**src/rtl/conv_accum_scheduler_if.sv**
```systemverilog
// conv_accum_scheduler_if: frame control, partial-sum input, adder AXIS and output BRAM signals.
// Rev 1.0
`default_nettype none

interface conv_accum_scheduler_if #(
  parameter int ADDR_W = 18,
  parameter int DATA_W = 16
);
  logic                  start;
  logic                  busy;
  logic                  frame_done;
  logic                  in_valid;
  logic                  in_ready;
  logic [3*DATA_W-1:0]   in_data;
  logic [DATA_W-1:0]     add_a_tdata;
  logic                  add_a_tvalid;
  logic                  add_a_tready;
  logic [DATA_W-1:0]     add_b_tdata;
  logic                  add_b_tvalid;
  logic                  add_b_tready;
  logic [DATA_W-1:0]     add_res_tdata;
  logic                  add_res_tvalid;
  logic                  add_res_tready;
  logic [ADDR_W-1:0]     out_addr;
  logic [DATA_W-1:0]     out_data;
  logic [1:0]            out_we;

  modport master (
    input  start, in_valid, in_data, add_a_tready, add_b_tready,
           add_res_tdata, add_res_tvalid,
    output busy, frame_done, in_ready, add_a_tdata, add_a_tvalid,
           add_b_tdata, add_b_tvalid, add_res_tready, out_addr, out_data, out_we
  );

  modport slave (
    output start, in_valid, in_data, add_a_tready, add_b_tready,
           add_res_tdata, add_res_tvalid,
    input  busy, frame_done, in_ready, add_a_tdata, add_a_tvalid,
           add_b_tdata, add_b_tvalid, add_res_tready, out_addr, out_data, out_we
  );
endinterface

`default_nettype wire

```
**src/rtl/conv_accum_scheduler.sv**
```systemverilog
// conv_accum_scheduler: reduces ((p0 + p1) + p2) per pixel on one shared fp16 adder.
// Rev 1.0
`default_nettype none

module conv_accum_scheduler #(
  parameter int OUT_ROWS = 5,
  parameter int OUT_COLS = 5,
  parameter int ADDR_W   = 18,
  parameter int DATA_W   = 16
) (
  input  wire logic              clk,
  input  wire logic              rst_n,
  conv_accum_scheduler_if.master bus
);

  localparam int ROW_W = (OUT_ROWS > 1) ? $clog2(OUT_ROWS) : 1;
  localparam int COL_W = (OUT_COLS > 1) ? $clog2(OUT_COLS) : 1;
  localparam logic [ROW_W-1:0] LAST_ROW = ROW_W'(OUT_ROWS - 1);
  localparam logic [COL_W-1:0] LAST_COL = COL_W'(OUT_COLS - 1);

  typedef enum logic [2:0] {
    IDLE   = 3'd0,
    ACCEPT = 3'd1,
    ISSUE1 = 3'd2,
    WAIT1  = 3'd3,
    ISSUE2 = 3'd4,
    WAIT2  = 3'd5,
    WRITE  = 3'd6
  } state_t;

  state_t             state;
  state_t             state_next;
  logic [ROW_W-1:0]   row;
  logic [COL_W-1:0]   col;
  logic [DATA_W-1:0]  p2;
  logic               a_fire;
  logic               b_fire;
  logic               issue_done;
  logic               last_pixel;

  assign a_fire     = bus.add_a_tvalid && bus.add_a_tready;
  assign b_fire     = bus.add_b_tvalid && bus.add_b_tready;
  // Both operand channels are finished once each has either handshaken earlier or does so now.
  assign issue_done = (!bus.add_a_tvalid || bus.add_a_tready) &&
                      (!bus.add_b_tvalid || bus.add_b_tready);
  assign last_pixel = (row == LAST_ROW) && (col == LAST_COL);

  always_ff @(posedge clk or negedge rst_n) begin
    if (!rst_n) begin
      state <= IDLE;
    end else begin
      state <= state_next;
    end
  end

  always_comb begin
    state_next         = state;
    bus.in_ready       = 1'b0;
    bus.add_res_tready = 1'b0;
    bus.out_we         = 2'b00;
    case (state)
      IDLE: begin
        // Draining here discards any result left in flight by a reset.
        bus.add_res_tready = 1'b1;
        if (bus.start) state_next = ACCEPT;
      end
      ACCEPT: begin
        bus.in_ready = 1'b1;
        if (bus.in_valid) state_next = ISSUE1;
      end
      ISSUE1: if (issue_done) state_next = WAIT1;
      WAIT1: begin
        bus.add_res_tready = 1'b1;
        if (bus.add_res_tvalid) state_next = ISSUE2;
      end
      ISSUE2: if (issue_done) state_next = WAIT2;
      WAIT2: begin
        bus.add_res_tready = 1'b1;
        if (bus.add_res_tvalid) state_next = WRITE;
      end
      WRITE: begin
        bus.out_we = 2'b11;
        state_next = last_pixel ? IDLE : ACCEPT;
      end
      default: state_next = IDLE;
    endcase
  end

  always_ff @(posedge clk or negedge rst_n) begin
    if (!rst_n) begin
      bus.busy         <= 1'b0;
      bus.frame_done   <= 1'b0;
      bus.add_a_tvalid <= 1'b0;
      bus.add_b_tvalid <= 1'b0;
      bus.add_a_tdata  <= '0;
      bus.add_b_tdata  <= '0;
      bus.out_addr     <= '0;
      bus.out_data     <= '0;
      row              <= '0;
      col              <= '0;
      p2               <= '0;
    end else begin
      bus.frame_done <= 1'b0;
      if (a_fire) bus.add_a_tvalid <= 1'b0;
      if (b_fire) bus.add_b_tvalid <= 1'b0;
      case (state)
        IDLE: begin
          if (bus.start) begin
            bus.busy <= 1'b1;
            row      <= '0;
            col      <= '0;
          end
        end
        ACCEPT: begin
          if (bus.in_valid) begin
            bus.add_a_tdata  <= bus.in_data[DATA_W-1:0];
            bus.add_b_tdata  <= bus.in_data[2*DATA_W-1:DATA_W];
            p2               <= bus.in_data[3*DATA_W-1:2*DATA_W];
            bus.add_a_tvalid <= 1'b1;
            bus.add_b_tvalid <= 1'b1;
          end
        end
        WAIT1: begin
          if (bus.add_res_tvalid) begin
            bus.add_a_tdata  <= bus.add_res_tdata;
            bus.add_b_tdata  <= p2;
            bus.add_a_tvalid <= 1'b1;
            bus.add_b_tvalid <= 1'b1;
          end
        end
        WAIT2: begin
          if (bus.add_res_tvalid) begin
            bus.out_data <= bus.add_res_tdata;
            bus.out_addr <= ADDR_W'(row) * ADDR_W'(OUT_COLS) + ADDR_W'(col);
          end
        end
        WRITE: begin
          if (last_pixel) begin
            bus.frame_done <= 1'b1;
            bus.busy       <= 1'b0;
          end else if (col == LAST_COL) begin
            col <= '0;
            row <= row + ROW_W'(1);
          end else begin
            col <= col + COL_W'(1);
          end
        end
        default: ;
      endcase
    end
  end

endmodule

`default_nettype wire

```
**src/flat_wrapper.sv**
```systemverilog
// flat-port wrapper written by rule: the top's interface ports become plain ports
module conv_accum_scheduler_flat 
#(
  parameter int OUT_ROWS = 5,
  parameter int OUT_COLS = 5,
  parameter int ADDR_W   = 18,
  parameter int DATA_W   = 16
)
  (clk, rst_n, bus_start, bus_in_valid, bus_in_data, bus_add_a_tready, bus_add_b_tready, bus_add_res_tdata, bus_add_res_tvalid, bus_busy, bus_frame_done, bus_in_ready, bus_add_a_tdata, bus_add_a_tvalid, bus_add_b_tdata, bus_add_b_tvalid, bus_add_res_tready, bus_out_addr, bus_out_data, bus_out_we);
  conv_accum_scheduler_if #(.ADDR_W(ADDR_W), .DATA_W(DATA_W)) bus_i ();
  input  wire logic clk;
  input  wire logic rst_n;
  input wire logic [$bits(bus_i.start)-1:0] bus_start;
  input wire logic [$bits(bus_i.in_valid)-1:0] bus_in_valid;
  input wire logic [$bits(bus_i.in_data)-1:0] bus_in_data;
  input wire logic [$bits(bus_i.add_a_tready)-1:0] bus_add_a_tready;
  input wire logic [$bits(bus_i.add_b_tready)-1:0] bus_add_b_tready;
  input wire logic [$bits(bus_i.add_res_tdata)-1:0] bus_add_res_tdata;
  input wire logic [$bits(bus_i.add_res_tvalid)-1:0] bus_add_res_tvalid;
  output wire logic [$bits(bus_i.busy)-1:0] bus_busy;
  output wire logic [$bits(bus_i.frame_done)-1:0] bus_frame_done;
  output wire logic [$bits(bus_i.in_ready)-1:0] bus_in_ready;
  output wire logic [$bits(bus_i.add_a_tdata)-1:0] bus_add_a_tdata;
  output wire logic [$bits(bus_i.add_a_tvalid)-1:0] bus_add_a_tvalid;
  output wire logic [$bits(bus_i.add_b_tdata)-1:0] bus_add_b_tdata;
  output wire logic [$bits(bus_i.add_b_tvalid)-1:0] bus_add_b_tvalid;
  output wire logic [$bits(bus_i.add_res_tready)-1:0] bus_add_res_tready;
  output wire logic [$bits(bus_i.out_addr)-1:0] bus_out_addr;
  output wire logic [$bits(bus_i.out_data)-1:0] bus_out_data;
  output wire logic [$bits(bus_i.out_we)-1:0] bus_out_we;
  assign bus_i.start = bus_start;
  assign bus_i.in_valid = bus_in_valid;
  assign bus_i.in_data = bus_in_data;
  assign bus_i.add_a_tready = bus_add_a_tready;
  assign bus_i.add_b_tready = bus_add_b_tready;
  assign bus_i.add_res_tdata = bus_add_res_tdata;
  assign bus_i.add_res_tvalid = bus_add_res_tvalid;
  assign bus_busy = bus_i.busy;
  assign bus_frame_done = bus_i.frame_done;
  assign bus_in_ready = bus_i.in_ready;
  assign bus_add_a_tdata = bus_i.add_a_tdata;
  assign bus_add_a_tvalid = bus_i.add_a_tvalid;
  assign bus_add_b_tdata = bus_i.add_b_tdata;
  assign bus_add_b_tvalid = bus_i.add_b_tvalid;
  assign bus_add_res_tready = bus_i.add_res_tready;
  assign bus_out_addr = bus_i.out_addr;
  assign bus_out_data = bus_i.out_data;
  assign bus_out_we = bus_i.out_we;
  conv_accum_scheduler #(.OUT_ROWS(OUT_ROWS), .OUT_COLS(OUT_COLS), .ADDR_W(ADDR_W), .DATA_W(DATA_W)) u_core (.clk(clk), .rst_n(rst_n), .bus(bus_i));
endmodule
```
**config.mk**
```make
export PLATFORM = sky130hd
export DESIGN_NAME = conv_accum_scheduler_flat
export DESIGN_NICKNAME = d
export VERILOG_FILES = /design/src/rtl/conv_accum_scheduler_if.sv /design/src/rtl/conv_accum_scheduler.sv /design/src/flat_wrapper.sv
export SDC_FILE = /design/constraint.sdc
export NUM_CORES = 1
export LEC_CHECK = 0
export ABC_AREA = 1
export CAP_MARGIN = 5
export CELL_PAD_IN_SITES_DETAIL_PLACEMENT = 2
export CELL_PAD_IN_SITES_GLOBAL_PLACEMENT = 2
export CORE_MARGIN = 2
export CORE_UTILIZATION = 25
export CTS_CLUSTER_SIZE = 12
export DETAILED_ROUTE_END_ITERATION = 6
export GPL_TIMING_DRIVEN = 0
export PLACE_DENSITY = 0.79
export SLEW_MARGIN = 20
export SYNTH_ARGS = -nofsm -noshare
export SYNTH_HDL_FRONTEND = slang
export SYNTH_SLANG_ARGS = --single-unit
export TNS_END_PERCENT = 5
```
**constraint.sdc**
```tcl
create_clock -name clk -period 2.4 [get_ports clk]
set_input_delay 0.36 -clock clk [delete_from_list [all_inputs] [get_ports clk]]
set_output_delay 0.36 -clock clk [all_outputs]
set_load 0.02 [all_outputs]
```
==> impl_results.html <==
<table>
<tr><th>Metric</th><th>Value</th></tr>
<tr><th colspan="2">Floorplan</th></tr>
<tr><td>Total I/O pin count</td><td>145</td></tr>
<tr><td>Height of the die</td><td>132 um</td></tr>
<tr><td>Initial core utilization</td><td>0.258</td></tr>
<tr><td>X dimension of the die</td><td>132 um</td></tr>
<tr><td>Site row count</td><td>46</td></tr>
<tr><td>Std-Cell Core Area</td><td>16000 sq um</td></tr>
<tr><td>Die Footprint</td><td>17500 sq um</td></tr>
<tr><th colspan="2">Detailed routing</th></tr>
<tr><td>Detailed-route via count</td><td>3985</td></tr>
<tr><td>Total Routed Length</td><td>15000 um</td></tr>
<tr><td>DRC violations left</td><td>0</td></tr>
<tr><td>Highest routing layer actually used</td><td>met4</td></tr>
<tr><td>Mean routed wirelength per cell</td><td>16.8 um</td></tr>
<tr><td>Via-to-Cell Ratio</td><td>4.44</td></tr>
<tr><td>Metal2 WL</td><td>7700 um</td></tr>
<tr><td>Number of detailed-routing iterations run before antenna repair</td><td>4</td></tr>
<tr><td>Met1 layer wirelength in the final routing</td><td>6670 um</td></tr>
<tr><td>Routed met3 length</td><td>445 um</td></tr>
<tr><td>Detailed Route Iter0 Violations</td><td>109</td></tr>
<tr><td>Detail Route Antenna Nets</td><td>0</td></tr>
<tr><th colspan="2">Logic synthesis</th></tr>
<tr><td>Yosys top cell area share</td><td>0.503</td></tr>
<tr><td>Average footprint of a synthesized cell</td><td>7.91 sq um</td></tr>
<tr><td>Cell Area, Synth</td><td>4130 sq um</td></tr>
<tr><td>Cell types occupying the most area after synthesis</td><td>sky130_fd_sc_hd__dfrtp_1 50%, sky130_fd_sc_hd__nand2_1 22%, sky130_fd_sc_hd__nand3_1 5.6%</td></tr>
<tr><td>Area leader, netlist</td><td>sky130_fd_sc_hd__dfrtp_1</td></tr>
<tr><td>Fraction of the yosys area taken by sequential cells</td><td>0.503</td></tr>
<tr><td>Synthesized instance count</td><td>522</td></tr>
<tr><td>Warnings from Yosys</td><td>0</td></tr>
<tr><td>Synthesis-stage register bit count</td><td>83</td></tr>
<tr><td>Library cells used by synthesis</td><td>25</td></tr>
<tr><th colspan="2">Clock network</th></tr>
<tr><td>Level count of the clock H-tree</td><td>3</td></tr>
<tr><td>CTS clk-pin slew, worst paths</td><td>0.06 ns</td></tr>
<tr><td>Clock Sink Count</td><td>83</td></tr>
<tr><td>Total clock buffers created by CTS</td><td>9</td></tr>
<tr><td>Clock insertion delay at the later pin of the skew report</td><td>0.34 ns</td></tr>
<tr><td>Clock tree from TritonCTS</td><td>done</td></tr>
<tr><td>Buffer cell driving the clock tree root</td><td>sky130_fd_sc_hd__clkbuf_16</td></tr>
<tr><td>Number of setup buffers added after CTS</td><td>0</td></tr>
<tr><td>Worst-case clock buffer depth</td><td>2</td></tr>
<tr><th colspan="2">Finish</th></tr>
<tr><td>Post-layout instance area</td><td>6150 sq um</td></tr>
<tr><td>Core occupancy in the finished layout</td><td>0.384</td></tr>
<tr><td>Commonest non-fill, non-tap cells in the layout</td><td>243 x sky130_fd_sc_hd__nand2_1, 127 x sky130_fd_sc_hd__clkdlybuf4s50_1, 82 x sky130_fd_sc_hd__dfrtp_1</td></tr>
<tr><td>Final standard cell count with taps included and fillers excluded</td><td>897</td></tr>
<tr><td>Number of filler cells placed in the layout</td><td>1823</td></tr>
<tr><td>ANT cells</td><td>0</td></tr>
<tr><td>Area growth from synthesis to layout</td><td>48.9%</td></tr>
<tr><td>Most common cell after layout, fill and taps aside</td><td>sky130_fd_sc_hd__nand2_1</td></tr>
<tr><td>Fraction of final layout cells with drive strength greater than 1</td><td>0.0822</td></tr>
<tr><td>Net count reported at finish</td><td>761</td></tr>
<tr><th colspan="2">Timing</th></tr>
<tr><td>Clock Skew</td><td>0.00458 ns</td></tr>
<tr><td>Hold Vio Cnt, Final</td><td>0</td></tr>
<tr><td>Finish-stage setup viols</td><td>0</td></tr>
<tr><td>Final Cycle Share</td><td>0.947</td></tr>
<tr><td>Worst setup margin</td><td>0.126 ns</td></tr>
<tr><td>Total negative slack for setup checks</td><td>0 ns</td></tr>
<tr><td>Maximum clock frequency</td><td>440 MHz</td></tr>
<tr><td>Tightest hold margin</td><td>0.00636 ns</td></tr>
<tr><td>Tightest Pin Transition</td><td>0.589 ns</td></tr>
<tr><td>Fin. max-slew vios</td><td>0</td></tr>
<tr><td>RSZ-0062 raised after global routing</td><td>no</td></tr>
<tr><td>Time the worst path needs with I/O delays and setup</td><td>2.27 ns</td></tr>
<tr><td>Headroom to the max-slew limit</td><td>0.607</td></tr>
<tr><th colspan="2">Worst setup path</th></tr>
<tr><td>Crit-path max FO</td><td>7</td></tr>
<tr><td>Cells traversed along the worst timing path</td><td>buf_4 -&gt; nand2_1 -&gt; inv_1 -&gt; nand2_1 -&gt; inv_2 -&gt; clkdlybuf4s50_1</td></tr>
<tr><td>Family with the most delay on the worst path</td><td>buffers and inverters</td></tr>
<tr><td>Data arrival time at the worst-slack endpoint</td><td>1.91 ns</td></tr>
<tr><td>Slowest cell on the critical path</td><td>sky130_fd_sc_hd__clkdlybuf4s50_1</td></tr>
<tr><td>Buffers and inverters on the worst path</td><td>4</td></tr>
<tr><td>Maximum single-stage delay on the critical path</td><td>0.62 ns</td></tr>
<tr><td>Class of the most critical setup path</td><td>register to primary output</td></tr>
<tr><td>Required @ worst endpoint</td><td>2.04 ns</td></tr>
<tr><td>Critical path startpoint category</td><td>register</td></tr>
<tr><td>Cell repeated most along the worst path</td><td>sky130_fd_sc_hd__nand2_1</td></tr>
<tr><td>Crit end category</td><td>primary output</td></tr>
<tr><th colspan="2">Job</th></tr>
<tr><td>Maxcap violations</td><td>0</td></tr>
<tr><th colspan="2">Placement</th></tr>
<tr><td>Gp weighted congestion</td><td>0.787</td></tr>
<tr><td>Number of placed instances with taps included</td><td>881</td></tr>
<tr><td>Worst slack after detailed placement</td><td>0.0766 ns</td></tr>
<tr><td>Cell area reported after detailed placement</td><td>5770 sq um</td></tr>
<tr><td>Port buffer count</td><td>131</td></tr>
<tr><td>Final HPWL from detailed placement</td><td>11800 um</td></tr>
<tr><th colspan="2">Power</th></tr>
<tr><td>Pwr Density</td><td>1250 nW/um^2</td></tr>
<tr><td>Highest ir drop seen on vdd</td><td>0.000424 V</td></tr>
<tr><td>Leakage dissipation</td><td>3.16 nW</td></tr>
<tr><td>Overall power after layout</td><td>7.70 mW</td></tr>
<tr><th colspan="2">GRT</th></tr>
<tr><td>Antenna violations before repair</td><td>0</td></tr>
<tr><td>Via count of the first global-routing pass</td><td>4467</td></tr>
<tr><td>Global route overflow</td><td>0</td></tr>
<tr><td>First-pass GRT wire length</td><td>24600 um</td></tr>
<tr><td>Total routing resource utilization after global routing</td><td>0.179</td></tr>
<tr><td>Maximum number of pins on one net before global-route repair</td><td>45</td></tr>
<tr><th colspan="2">Status</th></tr>
<tr><td>Outcome</td><td>finished clean</td></tr>
<tr><th colspan="2">Hold path</th></tr>
<tr><td>Worst hold-check path type</td><td>input port to asynchronous set/reset pin</td></tr>
</table>
[kinds of logic (layout without fill, tap and decap cells)]
kind of cell | Yosys count | count (layout) | synth area share
XOR/XNOR | 3 | 3 | 0.00637
other | 1 | 12 | 0.000909
flip-flops | 83 | 83 | 0.503
adder cells (fa/ha/maj) | 14 | 14 | 0.0443
AO/OA/AOI/OAI | 45 | 45 | 0.0576
AND/OR/NAND/NOR | 301 | 301 | 0.297
buffers and inverters | 75 | 223 | 0.0907
[worst register-to-register path, stage by stage, from the launching register on]
cell and delay, ns:
sky130_fd_sc_hd__dfrtp_1 0.46, sky130_fd_sc_hd__ha_1 0.32, sky130_fd_sc_hd__ha_1 0.33, sky130_fd_sc_hd__fa_1 0.50, sky130_fd_sc_hd__nand2_1 0.11, sky130_fd_sc_hd__a21oi_1 0.06
sky130_fd_sc_hd__o21ai_0 0.19, sky130_fd_sc_hd__nand2_1 0.07
[timing repair]
item,CTS,global route
hold buffers,0,0
hold endpoints to repair,0,0
cloned,0,0
setup endpoints to repair,3,2
resized for setup,6,2
[final cells by class]
type,instances,area (sq um),area share
Sequential cell,83,2080,0.338
Multi-Input combinational cell,375,1720,0.280
Timing Repair Buffer,132,1340,0.217
Tap cell,216,270,0.0440
Clock buffer,12,267,0.0434
Buffer,36,230,0.0375
Inverter,39,148,0.0240
Clock inverter,4,95.1,0.0155
[sequential cells by signal, summed over array words and instances (netlist names)]
register,flops
u_core.bus.frame_done,1
u_core.bus.busy,1
u_core.row,3
u_core.col,3
u_core.p2,16
u_core.bus.add_b_tdata,16
u_core.bus.add_a_tvalid,1
u_core.bus.add_a_tdata,16
u_core.bus.out_addr,6
u_core.bus.add_b_tvalid,1
u_core.state,3
u_core.bus.out_data,16
[layer usage]
layer | up-vias | track usage
li1 | 1918 | -
met1 | 1979 | 0.226
met2 | 75 | 0.315
met3 | 13 | 0.0241
met4 | 0 | 0.0579
met5 | - | 0
[cell usage after synthesis]
cell and count:
sky130_fd_sc_hd__o21ai_1 5, sky130_fd_sc_hd__nand2_4 1, sky130_fd_sc_hd__nand4_1 3, sky130_fd_sc_hd__buf_2 4
sky130_fd_sc_hd__o22ai_1 1, sky130_fd_sc_hd__inv_2 5, sky130_fd_sc_hd__a21oi_1 3, sky130_fd_sc_hd__nor2_2 1
sky130_fd_sc_hd__xnor2_1 3, sky130_fd_sc_hd__nor2_8 1, sky130_fd_sc_hd__o21ai_0 35, sky130_fd_sc_hd__o21ai_4 1
sky130_fd_sc_hd__buf_4 17, sky130_fd_sc_hd__clkbuf_1 12, sky130_fd_sc_hd__fa_1 1, sky130_fd_sc_hd__nand3_1 46
sky130_fd_sc_hd__inv_1 33, sky130_fd_sc_hd__buf_6 3, sky130_fd_sc_hd__nor2_1 5, sky130_fd_sc_hd__dfrtp_1 83
sky130_fd_sc_hd__clkinv_2 1, sky130_fd_sc_hd__conb_1 1, sky130_fd_sc_hd__ha_1 13, sky130_fd_sc_hd__nand3b_1 1
sky130_fd_sc_hd__nand2_1 243
[power by group]
| part | switching (mW) | total, mW | leakage, nW | internal (mW) |
|---|---|---|---|---|
| Combinational | 2.15 | 3.62 | 1.94 | 1.46 |
| Clock | 0.587 | 1.69 | 0.179 | 1.10 |
| Sequential | 0.392 | 2.40 | 1.05 | 2.01 |
| Total | 3.13 | 7.70 | 3.16 | 4.57 |
[worst paths after layout]
path	from	end	slack (ns)	cells after the start
worst max-delay path	u_core.state[2]$_DFFE_PN0P_	bus_out_we[0]	0.13	6
worst min-delay path	rst_n	u_core.bus.add_b_tdata[8]$_DFFE_PN0P_	0.006	1
worst max register to register	u_core.row[2]$_DFFE_PN0P_	u_core.bus.out_addr[5]$_DFFE_PN0P_	0.23	7
worst min register to register	u_core.bus.add_a_tdata[10]$_DFFE_PN0P_	u_core.bus.add_a_tdata[10]$_DFFE_PN0P_	0.47	2
max in group asynchronous	rst_n	u_core.bus.out_addr[0]$_DFFE_PN0P_	1.77	2
min in group clk	bus_in_valid	u_core.p2[10]$_DFFE_PN0P_	0.39	3
Note: power is estimated with default switching activity, not from simulation.
